$ cat config.mk
export PLATFORM = sky130hd
export DESIGN_NAME = dither_chk18
export DESIGN_NICKNAME = d
export VERILOG_FILES = /design/src/rtl/dither_chk18.sv
export SDC_FILE = /design/constraint.sdc
export NUM_CORES = 1
export LEC_CHECK = 0
export BUFFER_PORTS_ARGS = -buffer_cell sky130_fd_sc_hd__buf_4
export CELL_PAD_IN_SITES_DETAIL_PLACEMENT = 0
export CELL_PAD_IN_SITES_GLOBAL_PLACEMENT = 2
export CORE_UTILIZATION = 39
export CTS_CLUSTER_DIAMETER = 200
export CTS_CLUSTER_SIZE = 40
export DETAILED_ROUTE_END_ITERATION = 10
export PLACE_DENSITY_LB_ADDON = 0.1
export RECOVER_POWER = 50
export SYNTH_ARGS = -nofsm -noshare
export SYNTH_HDL_FRONTEND = slang
export SYNTH_SLANG_ARGS = --single-unit
$ cat constraint.sdc
create_clock -name clk -period 4.34 [get_ports clk]
set_clock_uncertainty 0.15 [all_clocks]
set_input_delay 0.434 -clock clk [delete_from_list [all_inputs] [get_ports clk]]
set_output_delay 0.434 -clock clk [all_outputs]
set_load 0.005 [all_outputs]
$ cat src/rtl/dither_chk18.sv
// dither_chk18: checker for the 18-tap dither generator stream (search, verify, locked free-run with windowed unlock)
module dither_chk18 #(
  parameter int LOCK_CNT   = 32,
  parameter int WIN        = 64,
  parameter int UNLOCK_ERR = 4,
  parameter int ERR_W      = 16
) (
  input  logic             clk,
  input  logic             rstn,
  input  logic             clk_en,
  input  logic [1:0]       dither_in,
  input  logic             err_clr,
  output logic             locked,
  output logic             err_pulse,
  output logic [ERR_W-1:0] err_cnt,
  output logic [1:0]       state
);
  localparam logic [1:0] S_SEARCH = 2'b00;
  localparam logic [1:0] S_VERIFY = 2'b01;
  localparam logic [1:0] S_LOCKED = 2'b10;
  logic [1:0]       r_state, w_state;
  logic [18:0]      r_h, w_h;
  logic [4:0]       r_fill, w_fill;
  logic [7:0]       r_match, w_match;
  logic [15:0]      r_win, w_win, r_bad, w_bad;
  logic             r_pulse, w_pulse;
  logic [ERR_W-1:0] r_err_cnt, w_err_cnt;
  logic             w_legal, w_bit, w_p, w_err;
  logic [18:0]      w_h_rx;
  logic [4:0]       w_fill_inc;
  logic [7:0]       w_match_inc;
  logic [15:0]      w_win_inc, w_bad_inc;
  assign w_legal     = dither_in[0];
  assign w_bit       = dither_in[1];
  assign w_p         = r_h[18] ^ r_h[17] ^ r_h[13] ^ r_h[12];
  assign w_err       = ~w_legal | (w_bit != w_p);
  assign w_h_rx      = {r_h[17:0], w_bit};
  assign w_fill_inc  = r_fill + 5'd1;
  assign w_match_inc = r_match + 8'd1;
  assign w_win_inc   = r_win + 16'd1;
  assign w_bad_inc   = r_bad + 16'd1;
  // state and datapath registers, cleared asynchronously
  always_ff @(posedge clk or negedge rstn) begin
    if (!rstn) begin
      r_state   <= S_SEARCH;
      r_h       <= '0;
      r_fill    <= '0;
      r_match   <= '0;
      r_win     <= '0;
      r_bad     <= '0;
      r_pulse   <= 1'b0;
      r_err_cnt <= '0;
    end else begin
      r_state   <= w_state;
      r_h       <= w_h;
      r_fill    <= w_fill;
      r_match   <= w_match;
      r_win     <= w_win;
      r_bad     <= w_bad;
      r_pulse   <= w_pulse;
      r_err_cnt <= w_err_cnt;
    end
  end
  // next-state: every register holds unless a sample strobe arrives
  always_comb begin
    w_state   = r_state;
    w_h       = r_h;
    w_fill    = r_fill;
    w_match   = r_match;
    w_win     = r_win;
    w_bad     = r_bad;
    w_pulse   = 1'b0;
    w_err_cnt = r_err_cnt;
    if (clk_en) begin
      case (r_state)
        S_SEARCH: begin
          if (!w_legal) w_fill = '0;
          else begin
            w_h    = w_h_rx;
            w_fill = w_fill_inc;
            if (w_fill_inc == 5'd19) begin
              w_fill = '0;
              if (w_h_rx != '0) begin
                w_state = S_VERIFY;
                w_match = '0;
              end
            end
          end
        end
        S_VERIFY: begin
          if (w_err) begin
            w_state = S_SEARCH;
            w_fill  = '0;
          end else begin
            w_h     = w_h_rx;
            w_match = w_match_inc;
            if (w_match_inc == 8'(LOCK_CNT)) begin
              w_state = S_LOCKED;
              w_win   = '0;
              w_bad   = '0;
            end
          end
        end
        S_LOCKED: begin
          w_h     = {r_h[17:0], w_p};
          w_pulse = w_err;
          if (w_err && r_err_cnt != '1) w_err_cnt = r_err_cnt + ERR_W'(1);
          if (w_err && w_bad_inc == 16'(UNLOCK_ERR)) begin
            w_state = S_SEARCH;
            w_fill  = '0;
            w_win   = '0;
            w_bad   = '0;
          end else if (w_win_inc == 16'(WIN)) begin
            w_win = '0;
            w_bad = '0;
          end else begin
            w_win = w_win_inc;
            w_bad = w_err ? w_bad_inc : r_bad;
          end
        end
        default: w_state = S_SEARCH;
      endcase
      if (err_clr) w_err_cnt = '0;
    end
  end
  // outputs come straight from registers
  always_comb begin
    locked    = (r_state == S_LOCKED);
    err_pulse = r_pulse;
    err_cnt   = r_err_cnt;
    state     = r_state;
  end
endmodule

==> impl_results.md, run 1 <==
- Vias: just under 4000
- R2R Path End: r_bad[4]$_DFFE_PN0P_
- Root buffer cell: clkbuf_16
- Die W: 113 µm
- Largest net degree at the start of global routing: 55
- Worst r2r path cells: 9
- Post-synthesis async set-or-reset flop share: 100%
- Vias/cell: around 5.7
- Overall power: ~2.5 mW
- Fmax: between 0.2 and 0.3 GHz
- Clk slew on worst S/H paths: about 0.07 ns
- CTS sink count: 83
- Fin worst setup slack: just over 0.7 ns
- Critical Path Source Type: flip-flop
- Critical Path Fanout Max: 12
- Seq/Total Area, Yosys: between 40% and 50%
- HPWL after detailed placement: approximately 7.6 mm
- Pwr dens: about 470 mW/mm²
- Initial DRT Pass Iterations: 4
- Setup bufs post-CTS: 0
- Hold buffers post-CTS: 0
- Syn Area/Cell: around 9.5 µm²
- HP Start: err_clr
- Final instance area: around 0.0055 mm²
- Clock network power share: between 30% and 40%
- Filler cells: about 1200
- Later-pin clock latency in the skew report: roughly 0.34 ns
- VDD IR max: between 0.0002 and 0.00025 V
- Initial Util: roughly 40%
- Routed Antenna Nets: 0
- CP endpoint kind: flip-flop
- Relative slew slack: -96.3%
- Row cnt: 40
- H-tree levels: 3
- Most area-consuming cells after synthesis: dfrtp_1, mux2_2, o21ai_0
- Post-synthesis cell area: between 0.004 and 0.005 mm²
- Post-synthesis cell type count: between 60 and 70
- Post-DP Area: ~0.005 mm²
- Synth top area share: a little over two fifths
- Cells after Synth: just over 500
- Hold Crit Class: in2reg
- Routability cong.: roughly 0.78
- YS warnings: 0
- Worst r2r src: r_win[0]$_DFFE_PN0P_
- CTS Buffer Depth: 2
- First-pass GRT wire length: around 19 mm
- Worst setup path end: r_bad[4]$_DFFE_PN0P_
- Area of the multi-input gates: ~0.0026 mm²
- Final setup violation count: 0
- Hold_ws: about 0.12 ns
- Ys flop type: dfrtp_1
- CORE AREA: about 0.012 mm²
- P&R area growth vs syn: 13.4%
- Internal power: between 1.5 and 2 mW
- DP Worst Slack: between 0.7 and 0.8 ns
- Count leader, synth: dfrtp_1
- Placed Cells: 658
- Routed len/inst: roughly 16 µm
- Gate power share: between 20 and 25%
- Vias in the first global route: approximately 3700
- Worst slew pin tran: 2.94 ns
- # diodes: 0
- Worst Path Required: 4.40 ns
- CTS tree: done
- Max-cap violations: 1
- Critical Path Source: r_win[0]$_DFFE_PN0P_
- Pins over their slew limit: 55
- Sequential fraction of design power: between 40% and 50%
- EDFF count, synth: 0
- Die area: 0.0128 mm²
- Switching Share: between 20% and 30%
- RSZ-0062 raised after global routing: false
- Synth area leader: dfrtp_1
- Initial antenna violation count: 0
- CP Data Arrival Time: between 3 and 4 ns
- Flop-to-flop setup slack: about 0.71 ns
- Critical path class: reg2reg
- Reg area: between 0.002 and 0.0025 mm²
- Post-cts resize count: 0
- Post-route minimum period: 3.63 ns
- Setup TNS: 0 ns
- Nets: 540
- Leak: approximately 2.3 nW
- Final core occ: between 40% and 50%
- Total CTS buffers: 9
- Synth top cells by count: dfrtp_1, nand2_1, o21ai_0
- IO Pins: 26
- Finished Layout Cells: roughly 670
- Switching power: about 0.74 mW
- # port buffers: 25
- Violated checks: max-capacitance violations, max-slew violations
- Synthesis-stage register bit count: 83
- Die height: between 100 and 150 µm
- Routed wire length: approximately 11 mm
- Initial DRC count: between 200 and 250
- Final hold vios: 0
- Layout cells sized above 1: roughly 14%
- Run status: complete, but fails checks
- Syn nets: 527
- GR Overflow Total: 0
- Residual DRC: 0
- Global Route Usage Sum: between 10% and 20%
- Final period util: between 80% and 90%
-- power by group through the flow --
stage	logic [mW]	clock network, mW	registers (mW)
after floorplan	0.470	0	1.00
after global placement	0.580	0	1.04
after detailed placement	0.585	0	1.05
after CTS	0.589	0.965	1.03
after global routing	0.639	1.00	1.05
final	0.573	0.938	1.03
-- sequential cells by signal, indices dropped and copies added, names as in the netlist --
signal and count:
r_fill 5, r_win 16, r_bad 16, err_cnt 16
err_pulse 1, r_h 19, r_match 8, state 2
-- worst max-delay path: stages, from the launching register on --
cell	delay, ns
dfrtp_1	0.44
ha_1	0.30
and4_1	0.27
nand3_1	0.19
mux2_2	0.36
o22ai_1	0.13
nand4b_1	0.40
a31oi_1	0.52
nand2_1	0.35
o311ai_0	0.39
-- cell families after synthesis --
logic type	synth area share, %
simple gates	22.5
buf+inv	3.01
compound gates	18.3
mux	5.58
flops	43.1
fa+ha+maj	3.12
xor+xnor	4.44
-- final cells by class --
type | count | area share (%)
sequential | 83 | 38.0
clock inverter | 6 | 2.50
clock buffer | 9 | 4.12
timing repair buffer | 30 | 3.80
multi-input combinational | 390 | 47.7
tap | 147 | 3.37
inverter | 8 | 0.550
-- metal layers --
layer,vias to the layer above,wire [µm],track usage (%)
met4,0,197,7.37
met3,14,372,3.48
met1,1869,5630,27.3
met5,-,0,0
met2,69,4770,27.6
li1,1916,-,-
-- worst min path at each step --
| stage | endpoint | slack (ns) | cells after the start |
|---|---|---|---|
| after CTS | r_match[2]$_DFFE_PN0P_ | 0.03 | 1 |
| after detailed placement | r_bad[15]$_DFFE_PN0P_ | 0.37 | 1 |
| final | err_cnt[1]$_DFFE_PN0P_ | 0.12 | 2 |
| after floorplan | err_cnt[0]$_DFFE_PN0P_ | -0.01 | 0 |
| after global routing | err_cnt[1]$_DFFE_PN0P_ | 0.12 | 2 |
| after global placement | r_win[15]$_DFFE_PN0P_ | 0.36 | 1 |
-- cells in the final DEF (no fill, tap or decap), types with 3 or more instances in the layout --
cell type,count
dfrtp_1,83
nand2_1,49
o21ai_0,37
nor2_1,33
nand3_1,27
mux2_2,23
buf_4,18
and3_1,17
o31ai_1,16
nor3_1,15
a22o_1,15
nand4_1,12
ha_1,12
xor2_1,11
xnor2_1,9
clkbuf_16,9
inv_1,8
or3_1,8
nor4_1,8
a21oi_1,8
nand2b_1,8
a21o_1,7
clkbuf_4,7
nor2b_1,6
and4_1,5
and2_1,5
o2111ai_1,5
a2bb2oi_1,5
bufinv_16,4
clkbuf_1,4
a31oi_1,3
or4_1,3
o21bai_1,3
o2bb2ai_1,3
Note: power is estimated with default switching activity, not from simulation.
==> run 2, diff against run 1 <==
- clock period: 4.34 -> 3.67 ns (I/O delays scaled with it)
==> run 2 against run 1 <==
Effect of this change:
- the run now ends clean
- utilization hardly changed
- worst hold slack worse by 0.064 ns
- sequential share of layout area hardly changed
- count of clock-buffer cells in the layout stayed put
- cell area hardly changed
- sequential power is 18% higher
- total power is 8.6% higher
- fmax is 6.7% higher
==> impl_results.md, run 2 (same netlist as run 1, synthesis figures left out) <==
- Run status: finished, final reports clean (was complete, but fails checks)
- Relative slew slack: 19.0% (was -96.3%)
- Critical Path Source Type: flip-flop (unchanged)
- Critical path class: reg2reg (unchanged)
- Vias/cell: 5.69 (was 5.75)
- Setup bufs post-CTS: 0 (unchanged)
- Initial Util: 40.1% (unchanged)
- Final period util: 92.7% (was 83.7%)
- Largest net degree at the start of global routing: 37 (was 55)
- IO Pins: 26 (unchanged)
- Vias in the first global route: 3740 (was 3718)
- First-pass GRT wire length: 19.3 mm (was 19.0 mm)
- Final core occ: 45.5% (about the same)
- Top reg by flops: r_h (unchanged)
- Worst Path Required: 3.74 ns (was 4.40 ns)
- CTS Buffer Depth: 2 (unchanged)
- # diodes: 0 (unchanged)
- Post-DP Area: 0.00520 mm² (was 0.00512 mm²)
- Worst setup path end: r_win[6]$_DFFE_PN0P_ (was r_bad[4]$_DFFE_PN0P_)
- Flop-to-flop setup slack: 0.27 ns (was 0.71 ns)
- Final setup violation count: 0 (unchanged)
- Global Route Usage Sum: 19.2% (was 18.8%)
- Die W: 113 µm (unchanged)
- Final hold vios: 0 (unchanged)
- Commonest non-fill, non-tap cell in the layout: dfrtp_1 (unchanged)
- Initial DRC count: 252 (was 242)
- CP endpoint kind: flip-flop (unchanged)
- Die height: 113 µm (unchanged)
- Nets: 552 (was 540)
- Critical Path Source: r_h[13]$_DFFE_PN0P_ (was r_win[0]$_DFFE_PN0P_)
- CP Data Arrival Time: 3.48 ns (was 3.70 ns)
- Critical Path Fanout Max: 11 (was 12)
- # port buffers: 25 (unchanged)
- Later-pin clock latency in the skew report: 0.34 ns (about the same)
- VDD IR max: 0.000195 V (was 0.000210 V)
- P&R area growth vs syn: 13.4% (about the same)
- Initial DRT Pass Iterations: 4 (unchanged)
- Routed Antenna Nets: 0 (unchanged)
- Max reg flops: 19 (unchanged)
- Clk slew on worst S/H paths: 0.07 ns (about the same)
- Layout cells sized above 1: 15.6% (was 13.9%)
- GR Overflow Total: 0 (unchanged)
- Final instance area: 0.00547 mm² (was 0.00546 mm²)
- CP cell instances: xnor2_2 -> xnor3_1 -> and2_4 -> or4_1 -> o41a_1 -> buf_4 -> nand2_1 -> nor2_1 -> a221o_1 (was ha_1 -> and4_1 -> nand3_1 -> mux2_2 -> o22ai_1 -> nand4b_1 -> a31oi_1 -> nand2_1 -> o311ai_0)
- Worst slew pin tran: 1.21 ns (was 2.94 ns)
- Crit-path max cell delay: 0.53 ns (was 0.52 ns)
- Routed wire length: 11.4 mm (was 11.0 mm)
- CTS sink count: 83 (unchanged)
- Die area: 0.0128 mm² (unchanged)
- Initial antenna violation count: 0 (unchanged)
- Hold Crit Depth: 2 (unchanged)
- Pwr dens: 505 mW/mm² (was 465 mW/mm²)
- HP Start: err_clr (unchanged)
- Most frequent cells in the layout: dfrtp_1, nand2_1, o21ai_0 (unchanged)
- Leak: 2.30 nW (about the same)
- Routed len/inst: 16.6 µm (was 16.3 µm)
- Pins over their slew limit: 0 (was 55)
- Routability cong.: 0.758 (was 0.779)
- Fmax: 0.294 GHz (was 0.275 GHz)
- Worst r2r src: r_h[13]$_DFFE_PN0P_ (was r_win[0]$_DFFE_PN0P_)
- Root buffer cell: clkbuf_16 (unchanged)
- Setup TNS: 0 ns (unchanged)
- HPWL after detailed placement: 7.86 mm (was 7.63 mm)
- Max-cap violations: 0 (was 1)
- CTS tree: done (unchanged)
- Residual DRC: 0 (unchanged)
- Hold Crit Class: in2reg (unchanged)
- Worst r2r path cells: 9 (unchanged)
- Vias: 3897 (was 3868)
- Post-route minimum period: 3.40 ns (was 3.63 ns)
- H-tree levels: 3 (unchanged)
- Total CTS buffers: 9 (unchanged)
- Overall power: 2.76 mW (was 2.54 mW)
- RSZ-0062 raised after global routing: false (unchanged)
- R2R Path End: r_win[6]$_DFFE_PN0P_ (was r_bad[4]$_DFFE_PN0P_)
- CORE AREA: 0.0120 mm² (unchanged)
- Row cnt: 40 (unchanged)
- Slowest cell on crit path: or4_1 (was a31oi_1)
==> run 2: changes by cell type in the layout (fill, tap and decap cells not counted), sizes merged <==
cell | previous run | this run
buf | 18 | 20
bufinv | 4 | 0
clkinv | 0 | 2
dlygate4sd3 | 0 | 1
clkinvlp | 1 | 4
inv | 9 | 8
clkbuf | 21 | 30
==> run 2: worst max-delay path: cells and delay by family, from the launching register on <==
kind / cells / cell delay, ns
and+or+nand+nor: 4 / 1.21
AOI/OAI and AO/OA: 2 / 0.69
xor gates and xnor gates: 2 / 0.60
DFF: 1 / 0.43
buffers and inverters: 1 / 0.19
==> run 2: final cells by class <==
class                   count  area [µm²]
well taps                 147         184
fillers                  1187        6550
flip-flops and latches     83        2080
multi-input cells         390        2620
clock inverters             6        43.8
inverters                   8        30.0
repair buffers             42         290
clock buffers               9         225
==> run 2: worst min path at each step <==
stage	to	slack (ns)
floorplan	err_cnt[0]$_DFFE_PN0P_	-0.08
global placement	r_h[9]$_DFFE_PN0P_	0.13
detailed placement	r_h[9]$_DFFE_PN0P_	0.13
CTS	err_cnt[0]$_DFFE_PN0P_	0.05
global route	err_cnt[1]$_DFFE_PN0P_	0.05
finish	err_cnt[0]$_DFFE_PN0P_	0.06
==> run 2: metrics by stage <==
step | hold WS [ns] | std cells | setup WS [ns]
after floorplan | -0.0786 | 509 | 0.356
after global placement | 0.129 | 669 | 0.309
after detailed placement | 0.131 | 669 | 0.253
after CTS | 0.0477 | 685 | 0.237
after global routing | 0.0546 | 685 | 0.0849
final | 0.0612 | 685 | 0.266
==> run 2: per-layer routing <==
metal | global-route usage (%) | part of all wire [%] | vias up
met2 | 29.6 | 45 | 57
li1 | - | - | 1941
met5 | 0 | 0 | -
met1 | 26.9 | 51 | 1887
met4 | 7.63 | 1.5 | 0
met3 | 3.11 | 3.1 | 12
==> run 2: what timing repair did <==
action | 4_1_cts | 5_1_grt
setup endpoints to repair | 0 | 2
resized for setup | 0 | 2
endpoints found under the hold margin | 19 | 0
hold buffers | 1 | 0
==> run 2: where the power goes <==
| group | switching (mW) | total, mW | leakage (nW) | internal, mW |
|---|---|---|---|---|
| sequential | 0.162 | 1.22 | 1.12 | 1.06 |
| clock | 0.386 | 0.841 | 0.120 | 0.454 |
| combinational | 0.349 | 0.696 | 1.06 | 0.347 |
